===== src/rtl/imem_arbiter_if.sv =====
// Fetch, loader and memory-port signals shared by imem_arbiter and its environment.
// Requesters and memory connect through master; the arbiter connects through slave.
interface imem_arbiter_if;
  logic        FetchReq;
  logic [15:0] FetchAddr;
  logic [31:0] FetchData;
  logic        FetchValid;
  logic        FetchEn;
  logic        LdReq;
  logic        LdWe;
  logic [15:0] LdAddr;
  logic [31:0] LdWData;
  logic [31:0] LdRData;
  logic        LdAck;
  logic        MemEn;
  logic        MemWe;
  logic [15:0] MemAddr;
  logic [31:0] MemWData;
  logic [31:0] MemRData;
  logic        GrantLd;

  modport slave (
    input  FetchReq, FetchAddr, LdReq, LdWe, LdAddr, LdWData, MemRData,
    output FetchData, FetchValid, FetchEn, LdRData, LdAck,
           MemEn, MemWe, MemAddr, MemWData, GrantLd
  );

  modport master (
    output FetchReq, FetchAddr, LdReq, LdWe, LdAddr, LdWData, MemRData,
    input  FetchData, FetchValid, FetchEn, LdRData, LdAck,
           MemEn, MemWe, MemAddr, MemWData, GrantLd
  );
endinterface


===== src/rtl/imem_arbiter.sv =====
// Fetch/loader arbiter for one single-port sync IMEM; optional starvation guard via IMEM_ARB_STARVE_GUARD_EN.
// Grant is combinational in cycle N, response 1 cycle later; losing fetch is stalled with FetchEn=0, loader holds LdReq.
module imem_arbiter (
  input  logic           Clock,
  input  logic           nReset,
  imem_arbiter_if.slave  bus
);

  typedef enum logic [1:0] {NONE, FETCH, LOAD} state_t;

  state_t state;
  logic   ld_we_q;
  logic   ld_elig;
  logic   force_ld;
  logic   ld_win;
  logic   fetch_win;

`ifdef IMEM_ARB_STARVE_GUARD_EN
  logic [2:0] starve_cnt;

  assign force_ld = ld_elig && (starve_cnt == 3'd7);

  always_ff @(posedge Clock or negedge nReset) begin
    if (!nReset) begin
      starve_cnt <= 3'd0;
    end else if (ld_win || !bus.LdReq) begin
      starve_cnt <= 3'd0;
    end else if (ld_elig && fetch_win && (starve_cnt != 3'd7)) begin
      starve_cnt <= starve_cnt + 3'd1;
    end
  end
`else
  assign force_ld = 1'b0;
`endif

  // Grants are gated by nReset so a transaction in flight at reset never reaches memory.
  always_comb begin
    ld_elig   = nReset && bus.LdReq && (state != LOAD);
    ld_win    = ld_elig && (!bus.FetchReq || force_ld);
    fetch_win = nReset && bus.FetchReq && !ld_win;
  end

  always_comb begin
    bus.MemEn    = fetch_win || ld_win;
    bus.MemWe    = ld_win && bus.LdWe;
    bus.MemAddr  = 16'h0000;
    bus.MemWData = 32'h0000_0000;
    if (fetch_win) begin
      bus.MemAddr = bus.FetchAddr;
    end else if (ld_win) begin
      bus.MemAddr  = bus.LdAddr;
      bus.MemWData = bus.LdWData;
    end
    bus.GrantLd = ld_win;
    bus.FetchEn = !nReset || !(bus.FetchReq && !fetch_win);
  end

  always_ff @(posedge Clock or negedge nReset) begin
    if (!nReset) begin
      state   <= NONE;
      ld_we_q <= 1'b0;
    end else begin
      if (fetch_win) begin
        state <= FETCH;
      end else if (ld_win) begin
        state <= LOAD;
      end else begin
        state <= NONE;
      end
      if (ld_win) begin
        ld_we_q <= bus.LdWe;
      end
    end
  end

  // Read data is only forwarded to the owner of the previous cycle's grant.
  always_comb begin
    bus.FetchValid = (state == FETCH);
    bus.LdAck      = (state == LOAD);
    bus.FetchData  = bus.FetchValid ? bus.MemRData : 32'h0000_0000;
    bus.LdRData    = (bus.LdAck && !ld_we_q) ? bus.MemRData : 32'h0000_0000;
  end

endmodule


===== src/flat_wrapper.sv =====
// flat-port wrapper written by rule: the top's interface ports become plain ports
module imem_arbiter_flat 
  (Clock, nReset, bus_FetchReq, bus_FetchAddr, bus_LdReq, bus_LdWe, bus_LdAddr, bus_LdWData, bus_MemRData, bus_FetchData, bus_FetchValid, bus_FetchEn, bus_LdRData, bus_LdAck, bus_MemEn, bus_MemWe, bus_MemAddr, bus_MemWData, bus_GrantLd);
  imem_arbiter_if bus_i ();
  input  logic Clock;
  input  logic nReset;
  input wire logic [$bits(bus_i.FetchReq)-1:0] bus_FetchReq;
  input wire logic [$bits(bus_i.FetchAddr)-1:0] bus_FetchAddr;
  input wire logic [$bits(bus_i.LdReq)-1:0] bus_LdReq;
  input wire logic [$bits(bus_i.LdWe)-1:0] bus_LdWe;
  input wire logic [$bits(bus_i.LdAddr)-1:0] bus_LdAddr;
  input wire logic [$bits(bus_i.LdWData)-1:0] bus_LdWData;
  input wire logic [$bits(bus_i.MemRData)-1:0] bus_MemRData;
  output wire logic [$bits(bus_i.FetchData)-1:0] bus_FetchData;
  output wire logic [$bits(bus_i.FetchValid)-1:0] bus_FetchValid;
  output wire logic [$bits(bus_i.FetchEn)-1:0] bus_FetchEn;
  output wire logic [$bits(bus_i.LdRData)-1:0] bus_LdRData;
  output wire logic [$bits(bus_i.LdAck)-1:0] bus_LdAck;
  output wire logic [$bits(bus_i.MemEn)-1:0] bus_MemEn;
  output wire logic [$bits(bus_i.MemWe)-1:0] bus_MemWe;
  output wire logic [$bits(bus_i.MemAddr)-1:0] bus_MemAddr;
  output wire logic [$bits(bus_i.MemWData)-1:0] bus_MemWData;
  output wire logic [$bits(bus_i.GrantLd)-1:0] bus_GrantLd;
  assign bus_i.FetchReq = bus_FetchReq;
  assign bus_i.FetchAddr = bus_FetchAddr;
  assign bus_i.LdReq = bus_LdReq;
  assign bus_i.LdWe = bus_LdWe;
  assign bus_i.LdAddr = bus_LdAddr;
  assign bus_i.LdWData = bus_LdWData;
  assign bus_i.MemRData = bus_MemRData;
  assign bus_FetchData = bus_i.FetchData;
  assign bus_FetchValid = bus_i.FetchValid;
  assign bus_FetchEn = bus_i.FetchEn;
  assign bus_LdRData = bus_i.LdRData;
  assign bus_LdAck = bus_i.LdAck;
  assign bus_MemEn = bus_i.MemEn;
  assign bus_MemWe = bus_i.MemWe;
  assign bus_MemAddr = bus_i.MemAddr;
  assign bus_MemWData = bus_i.MemWData;
  assign bus_GrantLd = bus_i.GrantLd;
  imem_arbiter u_core (.Clock(Clock), .nReset(nReset), .bus(bus_i));
endmodule

===== config.mk =====
export PLATFORM = sky130hd
export DESIGN_NAME = imem_arbiter_flat
export DESIGN_NICKNAME = d
export VERILOG_FILES = /design/src/rtl/imem_arbiter_if.sv /design/src/rtl/imem_arbiter.sv /design/src/flat_wrapper.sv
export SDC_FILE = /design/constraint.sdc
export NUM_CORES = 1
export LEC_CHECK = 0
export BUFFER_PORTS_ARGS = -buffer_cell sky130_fd_sc_hd__buf_2
export CAP_MARGIN = 5
export CORE_AREA = 4 4 82 84
export CTS_CLUSTER_SIZE = 16
export DETAILED_ROUTE_END_ITERATION = 10
export DIE_AREA = 0 0 86 88
export MAX_ROUTING_LAYER = met4
export PLACE_DENSITY = 0.67
export SYNTH_ARGS = -nofsm -noshare
export SYNTH_HDL_FRONTEND = slang
export SYNTH_SLANG_ARGS = --single-unit
export TNS_END_PERCENT = 20

===== constraint.sdc =====
create_clock -name Clock -period 2.8 [get_ports Clock]
set_input_delay 0.56 -clock Clock [delete_from_list [all_inputs] [get_ports Clock]]
set_output_delay 0.56 -clock Clock [all_outputs]
set_load 0.01 [all_outputs]

* After elaboration in Yosys (flattened, before gate mapping) *
Cells that the tools add are included.

storage, ports and cells
  RAM bits = 0
  memories kept = 0
  word-level logic and storage cells = 29
  ROM bits = 0
  latch bits = 0
  register bits after elaboration = 3
  output and inout port bits = 118

operators by class
  reductions and logical operators = 16
  magnitude comparators = 0
  bitwise logic cells = 0
  div/mod/pow operators = 0
  add/subtract/negate cells = 0
  mux-type cells = 8
  equality and inequality tests = 3
  shift operators = 0
  multipliers = 0

operators by type and width
  operator            count
  $mux 32             4
  $mux 16             2
  $logic_and 1x1->1   8
  $logic_not 1->1     6
  $mux 2              2
  $eq 2x1->1 const B  1
  $eq 2x2->1 const B  1
  $logic_or 1x1->1    2
  $ne 2x2->1 const B  1

* Logic depth before layout (Yosys ltp) *
Gate-level depths: netlist (run 1).

  depth after elaboration = 9
  depth in mapped cells = 4

* Worst setup path after synthesis (run 1) *
No wires, ideal clock.

  kind = in2out
  start = input port nReset
  end = output port bus_MemAddr[10]
  arrival = 1233 ps
  path slack = 1007 ps
  stages = 4
  path through = nand2_1 > nor3_4 > buf_2 > a22o_1

on the way
  cells in the longest elaborated chain, start to end = 6

ends and longest elaborated chain
  item                            line                source
  start: declaration              flat_wrapper.sv:6   input logic nReset;
  $logic_and 1x1->1 (2 in a row)  imem_arbiter.sv:38  ld_elig = nReset && bus.LdReq && (state != LOAD);
  $logic_and 1x1->1               imem_arbiter.sv:39  ld_win = ld_elig && (!bus.FetchReq || force_ld);
  $logic_not 1->1                 imem_arbiter.sv:40  fetch_win = nReset && bus.FetchReq && !ld_win;
  $logic_and 1x1->1               imem_arbiter.sv:40
  $mux 16 *                       imem_arbiter.sv:48  if (fetch_win) begin
  end: declaration                flat_wrapper.sv:21  output wire logic [$bits(bus_i.MemAddr)-1:0] bus_MemAddr;

Every way passes the cells marked *; elsewhere a longest branch is shown, timed or not.

* Final worst setup path (run 1) *
  start = input port nReset
  end = output port bus_MemAddr[6]

Same word-level chain as after synthesis.

==> flow_summary.ini, run 1 <==
[sta]
hold_viol = 0
final.min_clock_period_ns = 2.207
fin_skew_ns = 0.0007626
rsz0062_at_grt = false
holdWs_ns = 0.1471
fin_crit_sh = 0.7883
worstMarginPinSlew_ns = 0.7548
finalMaxSlewViolations = 0
slew_headroom = 0.4968
setup_viol = 0
fin_setup_tns_ns = 0
max_freq_mhz = 453.0

[final_layout]
fillerInstances = 659
antenna_cells = 0
area_growth_syn_to_layout_pct = 119.8
fin_cells = 423
seq_area_um2 = 75.07
multi_input_area_um2 = 829.5
final_net_count = 450
layout-drive-gt1-share = 0.6494

[yosys]
yosysMostFrequentCell = and2_1
avgSynthCellArea_um2 = 6.944
ys_warn_count = 0
synthesis.area_um2 = 972.2
synth_flop_cell = dfrtp_1
syn-num-nets = 241
yosys-top-cells-count = and2_1 (98), a22o_1 (16), clkbuf_1 (6), buf_2 (4), dfrtp_1 (3)
synth_seq_area_share = 0.07722
synthArstFlopShare = 1.000
synth-seq-cells = 3
synth_top_area_share = 0.6306
synth_cell_types = 16
synth_area_leaders = and2_1 (63%), a22o_1 (14%), dfrtp_1 (7.7%)
synth_edf_count = 0
netlist_instances = 140
synth_top_area_cell = and2_1

[global_routing]
grt_max_degree = 53
antenna_found_initial = 0
grt_pass1_wl_um = 6699
grt_overflow = 0
grt_pass1_vias = 1581
grt_use_total = 0.1082

[setup_path]
worstPathArrival_ns = 1.65
cp_common_cell = buf_2
cp-start-kind = primary input
crit_slowest_cell = buf_4
worstPathRequired_ns = 2.24
worstSetupEndpointType = output port
worstPathMaxFanout = 52
critPathKind = primary input to output port
path_cells = buf_2, nand2_1, nor3_4, buf_4, a22o_1, buf_2
critPathMaxStageDelay_ns = 0.38

[clock_network]
clk_path_buf_depth = 2
clock-sinks = 3
ctsHoldBuffers = 0
numCtsBuffers = 3
cts_tree = yes
post-cts-setup-buffer-count = 0
cts-root-buf = clkbuf_8
clk_latency_ns = 0.21
cts.clk_slew.worst_paths_ns = 0.03
h-tree-depth = 1
cts_resized = 0

[detailed_routing]
routed_via_density = 3.913
firstDrtPassIters = 3
ant_nets = 0
wl_um = 4914
drc = 0
wl_per_cell_um = 11.62
vias = 1655
drt_iter0_drc = 19

[placement]
placed_cells = 419
gp_congestion = 0.7199
dpl.hpwl_um = 4386
portBuffers = 217

[outcome]
status = finished clean

[power]
switchingPower_uw = 134.5
powerDensity_nw_per_um2 = 187.9
p_comb_frac = 0.565
p_seq_frac = 0.125
p_clk_frac = 0.310
p_leak_nw = 1.463
peakVddDrop_uv = 150.7
intPower_uw = 267.0
switching_share = 0.3350

[job]
max_cap_violations = 0

[floorplanning]
ios = 219
dieArea_um2 = 7568
die_h_um = 88
die_x_um = 86
start_util = 0.1642
rows = 28
coreArea_um2 = 5921

[min_path]
worst_hold_path_type = primary input to async pin
==> stage by stage <==
| stage | instance area, um2 | worst slack (ns) | power (mW) | utilization |
|---|---|---|---|---|
| 4_1_cts | 2137 | 0.5706 | 0.4086 | 0.3609 |
| 2_1_floorplan | 972.2 | 1.007 | 0.1531 | - |
| 6_report | 2137 | 0.5927 | 0.4015 | 0.3609 |
| 5_1_grt | 2137 | 0.4738 | 0.4331 | 0.3609 |
| 3_5_place_dp | 2092 | 0.5896 | 0.2806 | 0.3533 |
| 3_3_place_gp | 2092 | 0.6403 | 0.2774 | 0.3533 |
==> power groups by stage <==
stage | registers (mW) | clock network [mW] | logic, mW
3_5_place_dp | 0.0507 | 0 | 0.230
6_report | 0.0501 | 0.125 | 0.227
5_1_grt | 0.0509 | 0.131 | 0.251
4_1_cts | 0.0502 | 0.128 | 0.231
3_3_place_gp | 0.0506 | 0 | 0.227
2_1_floorplan | 0.0501 | 0 | 0.103
==> cell families (layout without fill, tap and decap cells) <==
group / after synthesis / count (layout) / share of synthesized area
simple gates: 105 / 105 / 0.6937
flops: 3 / 3 / 0.07722
buf+inv: 14 / 222 / 0.06949
other cells: 1 / 1 / 0.003857
mux: 1 / 1 / 0.01158
compound gates: 16 / 16 / 0.1441
==> state kept, by name, summed over array words and instances, names as in the netlist <==
name and flops:
u_core.state 2, u_core.ld_we_q 1
==> final cells by class <==
type,count,share of cell area
timing repair buffer,218,0.5117
multi-input combinational,123,0.3882
tap,75,0.04391
sequential,3,0.03513
clock buffer,4,0.02108
==> worst max-delay path: cells and delay by family <==
kind	cells	cell delay (ns)
buf+inv	3	0.64
compound gates	1	0.22
simple gates	2	0.22
==> layer usage <==
| layer | vias to the layer above | share of wire | track usage |
|---|---|---|---|
| met1 | 670 | 0.33 | 0.1086 |
| met5 | - | 0 | - |
| li1 | 859 | - | - |
| met4 | 0 | 0 | 0.01295 |
| met3 | 0 | 0.15 | 0.03104 |
| met2 | 126 | 0.52 | 0.2116 |
==> placed cells by master (no fill, tap or decap) <==
cell and count:
and2b_2 1, a22o_1 16, and2_1 98, clkbuf_1 1, nand2_1 1, mux2_2 1, clkbuf_8 3, buf_4 1
conb_1 1, nor2b_4 1, nor3_4 1, or2_2 1, and2b_1 1, nor3_1 1, buf_2 217, dfrtp_1 3
==> final timing paths <==
check                                 from  slack [ns]               to  depth (start not counted)
max                                 nReset        0.59   bus_MemAddr[6]                          6
min                                 nReset        0.15   u_core.ld_we_q                          1
max reg2reg                u_core.state[1]        1.27   u_core.ld_we_q                          4
min reg2reg                 u_core.ld_we_q        0.50   u_core.ld_we_q                          1
max in group asynchronous           nReset        2.53  u_core.state[1]                          1
min in group Clock          u_core.ld_we_q        0.50   u_core.ld_we_q                          1
No activity file was read; power rests on OpenSTA's default activity.
==> run 2: changes to the inputs <==
--- a/config.mk
+++ b/config.mk
@@ -7,12 +7,12 @@
 export LEC_CHECK = 0
 export BUFFER_PORTS_ARGS = -buffer_cell sky130_fd_sc_hd__buf_2
 export CAP_MARGIN = 5
-export CORE_AREA = 4 4 82 84
+export CORE_AREA = 4 4 83 85
 export CTS_CLUSTER_SIZE = 16
 export DETAILED_ROUTE_END_ITERATION = 10
-export DIE_AREA = 0 0 86 88
+export DIE_AREA = 0 0 87 89
 export MAX_ROUTING_LAYER = met4
-export PLACE_DENSITY = 0.67
+export PLACE_DENSITY = 0.66
 export SYNTH_ARGS = -nofsm -noshare
 export SYNTH_HDL_FRONTEND = slang
 export SYNTH_SLANG_ARGS = --single-unit
==> constraint.sdc (replaced) <==
create_clock -name Clock -period 2.1 [get_ports Clock]
set_input_delay 0.42 -clock Clock [delete_from_list [all_inputs] [get_ports Clock]]
set_output_delay 0.42 -clock Clock [all_outputs]
set_load 0.01 [all_outputs]
==> run 2 against run 1 <==
Effect of this change:
- setup slack worse by 0.46 ns
- wire length is 0.71% lower
- via count is 3.4% higher
- largest power group unchanged
- first-iteration DRC count is 53% lower
==> flow_summary.ini, run 2 (synthesis gave the netlist of run 1 again) <==
[outcome]
status = finished clean

[power]
p_leak_nw = 1.471
total_power_uw = 541.8
peakVddDrop_uv = 289.9
powerDensity_nw_per_um2 = 250.9

[setup_path]
cp-start-kind = flop
r2r_start = u_core.state[1]
worstPathRequired_ns = 1.68
worstPathArrival_ns = 1.55
rrSetupSlack_ns = 0.70
critPathKind = flop to output port
worstSetupEndpointType = output port
r2r-end = u_core.ld_we_q
worstPathMaxFanout = 32
reg2reg_depth = 4

[final_layout]
area_growth_syn_to_layout_pct = 122.1
reg_top3 = u_core.state (2), u_core.ld_we_q (1)
final_cell_mix = buf_2 (217), and2_1 (98), a22o_1 (16), clkbuf_8 (3), dfrtp_1 (3)
largest_reg_flops = 2
finalInstanceArea_um2 = 2160
largest_register = u_core.state
final_net_count = 451
layout-drive-gt1-share = 0.6504
antenna_cells = 0
final_common_cell = buf_2

[sta]
finalMaxSlewViolations = 0
max_freq_mhz = 508.0
fin_setup_tns_ns = 0
worstMarginPinSlew_ns = 0.5879
setup_viol = 0
holdWs_ns = 0.006177
fin_crit_sh = 0.9374
rsz0062_at_grt = false
slew_headroom = 0.6081
hold_viol = 0
final.min_clock_period_ns = 1.969
fin_skew_ns = 0.0003190

[placement]
dpl.hpwl_um = 4384
place_area_um2 = 2115
portBuffers = 217
gp_congestion = 0.6891

[floorplanning]
rows = 29
ios = 219
start_util = 0.1567
die_h_um = 89
dieArea_um2 = 7743
coreArea_um2 = 6205
die_x_um = 87

[global_routing]
grt_pass1_wl_um = 6541
grt_overflow = 0
antenna_found_initial = 0
grt_max_degree = 53
grt_pass1_vias = 1530
grt_use_total = 0.1075

[detailed_routing]
wl_met3_um = 664
drt_iter0_drc = 9
firstDrtPassIters = 4
met2_length_um = 2518
drc = 0
routed_via_density = 4.016
vias = 1711
wl_per_cell_um = 11.45
ant_nets = 0
wl_um = 4879
highest_layer = met4
met1_length_um = 1636

[min_path]
worst_hold_path_type = primary input to async pin

[clock_network]
cts_resized = 0
cts.clk_slew.worst_paths_ns = 0.03
clock-sinks = 3
h-tree-depth = 1
clk_path_buf_depth = 2
cts_tree = yes
post-cts-setup-buffer-count = 0
ctsHoldBuffers = 0
cts-root-buf = clkbuf_8
numCtsBuffers = 3
clk_latency_ns = 0.22

[job]
max_cap_violations = 0
==> run 2: worst max path at each step <==
| stage | start | slack [ns] | endpoint |
|---|---|---|---|
| 3_3_place_gp | nReset | 0.31 | bus_MemAddr[12] |
| 5_1_grt | u_core.state[0] | 0.02 | bus_LdRData[1] |
| 4_1_cts | u_core.state[0] | 0.08 | bus_LdRData[1] |
| 3_5_place_dp | nReset | 0.25 | bus_MemAddr[0] |
| 6_report | u_core.state[0] | 0.13 | bus_LdRData[1] |
| 2_1_floorplan | u_core.state[0] | 0.53 | bus_LdRData[10] |
==> run 2: stage by stage <==
| step | worst slack [ns] | util | instances |
|---|---|---|---|
| 6_report | 0.1314 | 0.3481 | 426 |
| 2_1_floorplan | 0.5312 | - | 140 |
| 3_3_place_gp | 0.3054 | 0.3408 | 422 |
| 3_5_place_dp | 0.2532 | 0.3408 | 422 |
| 4_1_cts | 0.07881 | 0.3481 | 426 |
| 5_1_grt | 0.02464 | 0.3481 | 426 |
==> run 2: critical path, cell delays in order (launching register included) <==
cell and delay (ns):
dfrtp_1 0.39, nor2b_4 0.17, and2b_2 0.43, and2_1 0.20, buf_2 0.13
==> run 2: cell type report <==
class                      count  area, um2
fill                         687       4045
clock buffer                   4      45.04
timing repair buffer         219       1114
tap                           77      96.34
sequential                     3      75.07
multi-input combinational    123      829.5
==> run 2: metal layers <==
metal | up-vias | GRT usage
met4 | 0 | 0.04674
met5 | - | -
met1 | 720 | 0.1045
met3 | 4 | 0.01659
li1 | 859 | -
met2 | 128 | 0.2091
==> run 2: power by group <==
| part | switching [mW] | leakage (nW) | internal (mW) |
|---|---|---|---|
| Clock | 0.0382 | 0.0228 | 0.129 |
| Sequential | 0.00273 | 0.0382 | 0.0640 |
| Combinational | 0.141 | 1.41 | 0.166 |
